### src/rtl/ps2_host_tx.sv
// PS/2 host-to-device transmitter: inhibits the bus, sends a request-to-send, then shifts
// one command byte out on device clock edges and checks the device ACK.
module ps2_host_tx #(
  parameter int INHIBIT_CYCLES = 5000,
  parameter int TIMEOUT_CYCLES = 750000
) (
  input  logic       clk,
  input  logic       rst,
  input  logic       send,
  input  logic [7:0] tx_data,
  input  logic       PS2_CLK_in,
  input  logic       PS2_DAT_in,
  output logic       ps2_clk_drive_low,
  output logic       ps2_dat_drive_low,
  output logic       busy,
  output logic       done,
  output logic       error
);

  localparam int CNT_W = $clog2(TIMEOUT_CYCLES + INHIBIT_CYCLES + 1);
  localparam logic [CNT_W-1:0] INH_LAST = CNT_W'(INHIBIT_CYCLES - 1);
  localparam logic [CNT_W-1:0] INH_DAT  = CNT_W'(INHIBIT_CYCLES - 2);
  localparam logic [CNT_W-1:0] TO_LAST  = CNT_W'(TIMEOUT_CYCLES - 1);

  typedef enum logic [2:0] {
    S_IDLE      = 3'd0,
    S_INHIBIT   = 3'd1,
    S_SHIFT     = 3'd2,
    S_ACK       = 3'd3,
    S_WAIT_IDLE = 3'd4
  } state_t;

  function automatic logic odd_parity(input logic [7:0] d);
    return ~^d;
  endfunction

  state_t           state_q, state_d;
  logic [CNT_W-1:0] cnt_q, cnt_d;
  logic [3:0]       bit_q, bit_d;
  logic [9:0]       frame_q, frame_d;
  logic [1:0]       clk_sync_q, dat_sync_q;
  logic             clk_prev_q, fall_q;
  logic             clk_drive_q, clk_drive_d;
  logic             dat_drive_q, dat_drive_d;
  logic             busy_q, busy_d;
  logic             done_q, done_d;
  logic             error_q, error_d;
  logic             clk_s, dat_s, timeout_s;

  assign clk_s = clk_sync_q[1];
  assign dat_s = dat_sync_q[1];
  assign timeout_s = (cnt_q == TO_LAST);

  assign ps2_clk_drive_low = clk_drive_q;
  assign ps2_dat_drive_low = dat_drive_q;
  assign busy  = busy_q;
  assign done  = done_q;
  assign error = error_q;

  // Pin synchronizers and registered falling-edge detector on the device clock
  always_ff @(posedge clk or posedge rst) begin
    if (rst) begin
      clk_sync_q <= 2'b11;
      dat_sync_q <= 2'b11;
      clk_prev_q <= 1'b1;
      fall_q     <= 1'b0;
    end else begin
      clk_sync_q <= {clk_sync_q[0], PS2_CLK_in};
      dat_sync_q <= {dat_sync_q[0], PS2_DAT_in};
      clk_prev_q <= clk_s;
      fall_q     <= clk_prev_q & ~clk_s;
    end
  end

  // FSM state, counters and registered outputs
  always_ff @(posedge clk or posedge rst) begin
    if (rst) begin
      state_q     <= S_IDLE;
      cnt_q       <= '0;
      bit_q       <= 4'd0;
      frame_q     <= 10'd0;
      clk_drive_q <= 1'b0;
      dat_drive_q <= 1'b0;
      busy_q      <= 1'b0;
      done_q      <= 1'b0;
      error_q     <= 1'b0;
    end else begin
      state_q     <= state_d;
      cnt_q       <= cnt_d;
      bit_q       <= bit_d;
      frame_q     <= frame_d;
      clk_drive_q <= clk_drive_d;
      dat_drive_q <= dat_drive_d;
      busy_q      <= busy_d;
      done_q      <= done_d;
      error_q     <= error_d;
    end
  end

  // Next-state and output decode
  always_comb begin
    state_d     = state_q;
    cnt_d       = cnt_q;
    bit_d       = bit_q;
    frame_d     = frame_q;
    clk_drive_d = 1'b0;
    dat_drive_d = dat_drive_q;
    busy_d      = busy_q;
    done_d      = 1'b0;
    error_d     = 1'b0;
    case (state_q)
      S_IDLE: begin
        dat_drive_d = 1'b0;
        if (send) begin
          frame_d     = {1'b1, odd_parity(tx_data), tx_data};
          busy_d      = 1'b1;
          clk_drive_d = 1'b1;
          cnt_d       = '0;
          state_d     = S_INHIBIT;
        end else begin
          busy_d = 1'b0;
        end
      end
      S_INHIBIT: begin
        if (cnt_q == INH_LAST) begin
          // Start bit is already on the bus; releasing the clock is the request-to-send
          dat_drive_d = 1'b1;
          cnt_d       = '0;
          bit_d       = 4'd0;
          state_d     = S_SHIFT;
        end else begin
          clk_drive_d = 1'b1;
          dat_drive_d = (cnt_q == INH_DAT);
          cnt_d       = cnt_q + 1'b1;
        end
      end
      S_SHIFT: begin
        cnt_d = cnt_q + 1'b1;
        if (timeout_s) begin
          dat_drive_d = 1'b0;
          busy_d      = 1'b0;
          error_d     = 1'b1;
          state_d     = S_IDLE;
        end else if (fall_q) begin
          dat_drive_d = ~frame_q[0];
          frame_d     = {1'b0, frame_q[9:1]};
          bit_d       = bit_q + 4'd1;
          if (bit_q == 4'd9) begin
            state_d = S_ACK;
          end else begin
            state_d = S_SHIFT;
          end
        end else begin
          state_d = S_SHIFT;
        end
      end
      S_ACK: begin
        dat_drive_d = 1'b0;
        cnt_d       = cnt_q + 1'b1;
        if (timeout_s) begin
          busy_d  = 1'b0;
          error_d = 1'b1;
          state_d = S_IDLE;
        end else if (fall_q) begin
          if (dat_s) begin
            busy_d  = 1'b0;
            error_d = 1'b1;
            state_d = S_IDLE;
          end else begin
            state_d = S_WAIT_IDLE;
          end
        end else begin
          state_d = S_ACK;
        end
      end
      S_WAIT_IDLE: begin
        dat_drive_d = 1'b0;
        cnt_d       = cnt_q + 1'b1;
        if (timeout_s) begin
          busy_d  = 1'b0;
          error_d = 1'b1;
          state_d = S_IDLE;
        end else if (clk_s && dat_s) begin
          busy_d  = 1'b0;
          done_d  = 1'b1;
          state_d = S_IDLE;
        end else begin
          state_d = S_WAIT_IDLE;
        end
      end
      default: begin
        dat_drive_d = 1'b0;
        busy_d      = 1'b0;
        state_d     = S_IDLE;
      end
    endcase
  end

endmodule

### config.mk
export PLATFORM = sky130hd
export DESIGN_NAME = ps2_host_tx
export DESIGN_NICKNAME = d
export VERILOG_FILES = /design/src/rtl/ps2_host_tx.sv
export SDC_FILE = /design/constraint.sdc
export NUM_CORES = 1
export LEC_CHECK = 0
export ABC_AREA = 1
export BUFFER_PORTS_ARGS = -buffer_cell sky130_fd_sc_hd__buf_2
export CAP_MARGIN = 5
export CORE_MARGIN = 10
export CORE_UTILIZATION = 55
export CTS_CLUSTER_SIZE = 16
export DETAILED_ROUTE_END_ITERATION = 6
export GPL_TIMING_DRIVEN = 0
export PLACE_DENSITY = 0.87
export SYNTH_ARGS = -nofsm -noshare
export SYNTH_HDL_FRONTEND = slang
export SYNTH_SLANG_ARGS = --single-unit
### constraint.sdc
create_clock -name clk -period 1.8 [get_ports clk]
set_clock_uncertainty 0.1 [all_clocks]
set_input_delay 0.18 -clock clk [delete_from_list [all_inputs] [get_ports clk]]
set_output_delay 0.18 -clock clk [all_outputs]
set_load 0.02 [all_outputs]
Word-level counts from Yosys, hierarchy flattened

Cells that the tools add are included.

Reduce and logical (&&, ||, !) cells: 13
$add $sub $neg: 2
Bitwise logic cells: 4
Eq/ne operators: 17
Multiplexer cells: 44

Operators by type and width:

| kind                                                  | count |
|---|---|
| one-hot mux 20 bit (3 select lines)                   | 1 |
| equality test 20 x 13 -> 1 bit, second input constant | 2 |
| two-way mux 20 bit                                    | 2 |
| two-way mux 10 bit                                    | 3 |
| two-way mux 3 bit                                     | 9 |
| adder 20 x 1 -> 20 bit, second input constant         | 1 |
| equality test 20 bit, second input constant           | 1 |
| one-hot mux 10 bit (2 select lines)                   | 1 |
| two-way mux 1 bit                                     | 19 |
| one-hot mux 3 bit (5 select lines)                    | 1 |
| two-way mux 4 bit                                     | 3 |
| != test 3 bit, second input constant                  | 4 |
| != test 2 bit, second input constant                  | 5 |
| one-hot mux 4 bit (2 select lines)                    | 1 |
| AND reduction 4 bit                                   | 2 |
| XNOR reduction 8 bit                                  | 1 |
| equality test 3 x 2 -> 1 bit, second input constant   | 2 |
| one-hot mux 1 bit (2 select lines)                    | 3 |
| one-hot mux 1 bit (5 select lines)                    | 1 |
| AND reduction 5 bit                                   | 1 |
| adder 4 x 1 -> 4 bit, second input constant           | 1 |
| equality test 4 bit, second input constant            | 1 |
| AND reduction 2 bit                                   | 2 |
| nonzero test 2 bit                                    | 2 |
| 9 further kinds                                       | 11 |

Flip-flop bits (word level): 48
Output and inout bits: 5
Word-level logic and storage cells: 93

Depth between registers and ports, before layout

Word-level depth: 5
Depth in mapped cells: 13
Gate-level depth less buffers: 12

Worst setup path before layout

No wires, ideal clock.

Path type: reg-to-reg
From: register cnt_q[1]
To: register frame_q[8]
Stages on the path, launching flop included: 12
Arrival time: 1443 ps
Path slack: 136 ps
Path buffers: 1
Clock period less this slack: 1664 ps
Cells stage by stage: dfrtp_1 ha_1 nand2_2 inv_2 nand2_2 nor2_4 nand3_4 o21ai_4 nor2_4 buf_6 nand2_1 nand2_1

Word-level cells in the longest chain between the ends: 3

Ends and longest elaborated chain:

| item                                 | line | RTL |
|---|---|---|
| from (decl)                          | 38   | `logic [CNT_W-1:0] cnt_q, cnt_d;` |
| from (signal assigned)               | 89   | `cnt_q <= cnt_d;` |
| equality test 20 bit                 | 52   | `assign timeout_s = (cnt_q == TO_LAST);` |
| != test 2 bit (no source line)       | --   |  |
| AND reduction 4 bit (no source line) | --   |  |
| to (signal assigned)                 | 91   | `frame_q <= frame_d;` |
| to (decl)                            | 40   | `logic [9:0] frame_q, frame_d;` |

No other way between the ends.
A chain may end at the register's enable or synchronous reset.

Final worst setup path

From: register state_q[0]
To: register cnt_q[19]

Word-level cells in the longest chain between the ends: 4
Elaborated cells between the ends (all ways): 10
Classes of those cells: eq/ne: 5; mux: 1; reduce/logical: 4

Ends and longest elaborated chain:

| item                                                                       | line | RTL |
|---|---|---|
| from (decl)                                                                | 37   | `state_t state_q, state_d;` |
| from (signal assigned)                                                     | 88   | `state_q <= state_d;` |
| equality test 3 bit / equality test 3 x 2 -> 1 bit (equally long branches) | 111  | `case (state_q)` |
| OR reduction 3 bit (no source line)                                        | --   |  |
| nonzero test 3 bit (no source line)                                        | --   |  |
| AND reduction 2 bit (no source line)                                       | --   |  |

Several ways; a longest one is shown, not always the timed one.

==> results.yml <==
setup_path:
  slowest_library_cell_on_the_worst_path: "sky130_fd_sc_hd__dfrtp_2"
  critical-path-max-stage-delay_ns: 0.48
  path_buf_inv: 1
  required_ns: 1.95
  end_point_of_the_critical_path: "cnt_q[19]$_DFFE_PP0P_"
  first_element_of_the_critical_path: "state_q[0]$_DFFE_PP0P_"
  reg2reg_from: "state_q[0]$_DFFE_PP0P_"
  timing.setup.critical_path_class: "flip-flop to flip-flop"
  critPathTopFamily: "simple AND/OR/NAND/NOR gates"
  dominant_cell_type_by_count_on_the_critical_path: "sky130_fd_sc_hd__nand2_1"
  critPathMaxFanout: 10
  reg2regPathDepth: 7
  path_cells: "nor3_4 -> nand2_1 -> nand2_1 -> buf_4 -> nor3_2 -> xor2_1 -> nor2_1"
  cp.arrival_ns: 1.87
  reg2reg_setup_slack_ns: 0.07
  setup.worst_path.end_class: "flip-flop"
  critical_path_cell_count: 7
  setup.worst_path.start_class: "flip-flop"
  worstReg2RegEnd: "cnt_q[19]$_DFFE_PP0P_"
detailed_routing:
  via_per_inst: 5.35
  vias: 2638
  antenna_left: 0
  wl_mm: 7.14
  violation_count_after_the_first_detailed_routing_iteration: 164
  route.detailed.wl_per_inst_um: 14.5
  detailedRoute.firstPassIterationCount: 4
  drc_errors: 0
run_status:
  run_status: "finished, final reports clean"
final_layout:
  finish.instance_area_um2: 3520
  flow.area_growth_from_synthesis_pct: 16.8
  layout-drive-gt1-share_pct: 28.8
  antenna-diode-count: 0
  seq_area_um2: 1220
  num-nets-final: 439
  multi_input_comb_area_um2: 1620
  filler_cells: 416
global_route:
  grt_first_pass_wirelength_mm: 11.9
  maximum_number_of_pins_on_one_net_before_global_route_repair: 35
  via_count_of_the_first_global_routing_pass: 2625
  antenna_found_initial: 0
  grt.overflow.total: 0
  track_usage_pct: 16.5
timing:
  timing.setup.tns_ns: 0
  final_critical_delay_including_setup_and_external_delays_ns: 1.73
  drv_slew: 0
  period_share_pct: 95.9
  final_hold_viol_count: 0
  worst_slew_margin_rel_pct: 75.8
  finalHoldWorstSlack_ns: 0.0356
  fmax_mhz: 579
  worstMarginPinSlew_ns: 0.363
  rsz0062_at_grt: "yes"
  setup_viol: 0
floorplanning:
  floorplan.die.width_um: 94.0
  fp.dieArea_um2: 8840
  initial_core_util_pct: 57.9
  chipHeight_um: 94.0
  num_io_pins: 18
  design.core.area_um2: 5200
  std_cell_rows: 26
place:
  numPortBuffers: 17
  dp.final_hpwl_mm: 5.10
  globalplace.congestion: 0.895
  postPlaceCellArea_um2: 3210
clocking:
  cts_max_path_buffers: 2
  htreeDepth: 2
  worstSkewPairLatency_ns: 0.32
  cts_tree: "built"
  clk_root_buffer_cell: "sky130_fd_sc_hd__clkbuf_8"
  numCtsBuffers: 5
  path_clk_slew_ns: 0.10
  cts_sinks: 48
synth:
  synth_cells: 386
  synth_cell_types: 38
  synth_area_leader_cell: "sky130_fd_sc_hd__dfrtp_1"
  ys_warn_count: 0
  synth.yosys.seq_area_share_pct: 40.0
  netlist_area_um2: 3020
  flop_and_latch_count_out_of_synthesis: 48
  synth_top_cell_area_share_pct: 35.7
  synth.net_count: 403
  post_synth.cell_area_avg_um2: 7.81
  synth_area_leaders: "sky130_fd_sc_hd__dfrtp_1, sky130_fd_sc_hd__nand2_1, sky130_fd_sc_hd__inv_1"
power:
  vdd_ir_drop_max_v: 0.000372
  p_per_area_nw_per_um2: 538
  cellLeakagePower_uw: 0.00160
min_path:
  timing.hold.worst.class: "input pin to flip-flop"
run:
  timing.max_cap.violations: 0
## cell families after synthesis
group	Yosys count	share of synthesized area [%]
XOR/XNOR	15	4.36
flip-flops	48	40.0
buffers and inverters	62	8.80
adder cells (fa/ha/maj)	4	1.66
AND/OR/NAND/NOR	201	33.7
AO/OA/AOI/OAI	56	11.4
## report_power, final
part           leakage [µW]  switching [µW]  internal (µW)
clock network     0.0000491             419            287
registers          0.000523            2.92           1090
logic               0.00102            58.6           38.9
total               0.00160             480           1410
## area by class of cell
class | count | area share, %
Clock buffer | 5 | 1.95
Inverter | 54 | 5.83
Clock inverter | 3 | 0.746
Tap cell | 70 | 2.49
Multi-Input combinational cell | 276 | 46.1
Buffer | 8 | 1.95
Sequential cell | 48 | 34.5
Timing Repair Buffer | 29 | 6.39
## metrics by stage
step / total power, µW / cells / setup WS, ns / utilization [%]
6_report: 1890 / 493 / 0.0730 / 67.7
5_1_grt: 1950 / 493 / -0.0376 / 67.7
4_1_cts: 1900 / 485 / 0.0103 / 64.4
3_5_place_dp: 1210 / 474 / -0.0847 / 61.6
3_3_place_gp: 1200 / 473 / -0.268 / 61.3
2_1_floorplan: 1170 / 386 / 0.136 / -
## what timing repair did
item | in CTS | in global routing
setup endpoints to repair | 25 | 29
gates cloned | 0 | 1
pin swaps | 0 | 1
resized for setup | 4 | 27
hold endpoints to repair | 16 | 0
setup buffers | 0 | 7
hold buffers | 3 | 0
## state kept, by name, summed over array words and instances (netlist names)
signal,count
done,1
fall_q,1
cnt_q,20
dat_sync_q,2
frame_q,10
ps2_clk_drive_low,1
clk_sync_q,2
bit_q,4
error,1
clk_prev_q,1
busy,1
ps2_dat_drive_low,1
state_q,3
## cells in the mapped netlist (all sizes together)
library cell and count:
o21a 1, o21ai 42, o211ai 6, nand3 28
a21oi 2, nor2 42, or2 5, dfrtp 43
ha 4, buf 7, inv 54, and2 1
nand2 105, nor3 12, xnor2 4, nand3b 1
a31oi 3, clkbuf 1, nand4 7, a211oi 1
dfstp 5, xor2 11, o21bai 1
## worst min-delay path, cell delays in order
cell	delay (ns)
sky130_fd_sc_hd__buf_2	0.08
sky130_fd_sc_hd__nand2_1	0.09
sky130_fd_sc_hd__nand2_1	0.07
## routing by layer
metal  global-route usage, %  vias to the layer above  share of wire (%)
li1                        -                     1307                  -
met1                    20.0                     1256                 42
met2                    28.6                       60                 52
met3                    3.12                       15                4.0
met4                    5.19                        0                2.0
met5                       0                        -                  0
## cells in the final DEF, fill, tap and decap left out, types with 3 or more instances in the layout
master | Yosys | layout
sky130_fd_sc_hd__dfrtp_1 | 43 | 36
sky130_fd_sc_hd__dfstp_2 | 5 | 5
sky130_fd_sc_hd__o21ai_2 | 7 | 7
sky130_fd_sc_hd__nand2_1 | 89 | 89
sky130_fd_sc_hd__nand2_2 | 11 | 9
sky130_fd_sc_hd__nand4_1 | 7 | 7
sky130_fd_sc_hd__or2_2 | 5 | 5
sky130_fd_sc_hd__o21ai_1 | 6 | 8
sky130_fd_sc_hd__buf_4 | 1 | 7
sky130_fd_sc_hd__ha_1 | 4 | 3
sky130_fd_sc_hd__o21ai_0 | 28 | 26
sky130_fd_sc_hd__dfrtp_2 | 0 | 7
sky130_fd_sc_hd__inv_2 | 9 | 11
sky130_fd_sc_hd__nand2_4 | 5 | 7
sky130_fd_sc_hd__nand3_1 | 25 | 24
sky130_fd_sc_hd__buf_2 | 3 | 20
sky130_fd_sc_hd__inv_1 | 44 | 42
sky130_fd_sc_hd__xnor2_1 | 4 | 4
sky130_fd_sc_hd__nor2_2 | 7 | 5
sky130_fd_sc_hd__nor3_1 | 7 | 5
sky130_fd_sc_hd__nor2_1 | 31 | 28
sky130_fd_sc_hd__nor3_2 | 5 | 6
sky130_fd_sc_hd__dlygate4sd3_1 | 0 | 3
sky130_fd_sc_hd__nor2_4 | 3 | 8
sky130_fd_sc_hd__xor2_1 | 11 | 11
sky130_fd_sc_hd__a31oi_1 | 3 | 3
sky130_fd_sc_hd__clkbuf_8 | 0 | 5
sky130_fd_sc_hd__o211ai_1 | 6 | 6
## worst min-delay path by stage
stage	cells after the start	slack, ns	start	endpoint
4_1_cts	3	0.04	send	busy$_DFFE_PP0P_
2_1_floorplan	0	0.08	PS2_CLK_in	clk_sync_q[0]$_DFF_PP1_
6_report	3	0.04	send	busy$_DFFE_PP0P_
5_1_grt	3	0.09	send	busy$_DFFE_PP0P_
3_3_place_gp	1	0.19	PS2_DAT_in	dat_sync_q[0]$_DFF_PP1_
3_5_place_dp	2	0.08	rst	cnt_q[19]$_DFFE_PP0P_
Power figures use the tool's default switching activity.
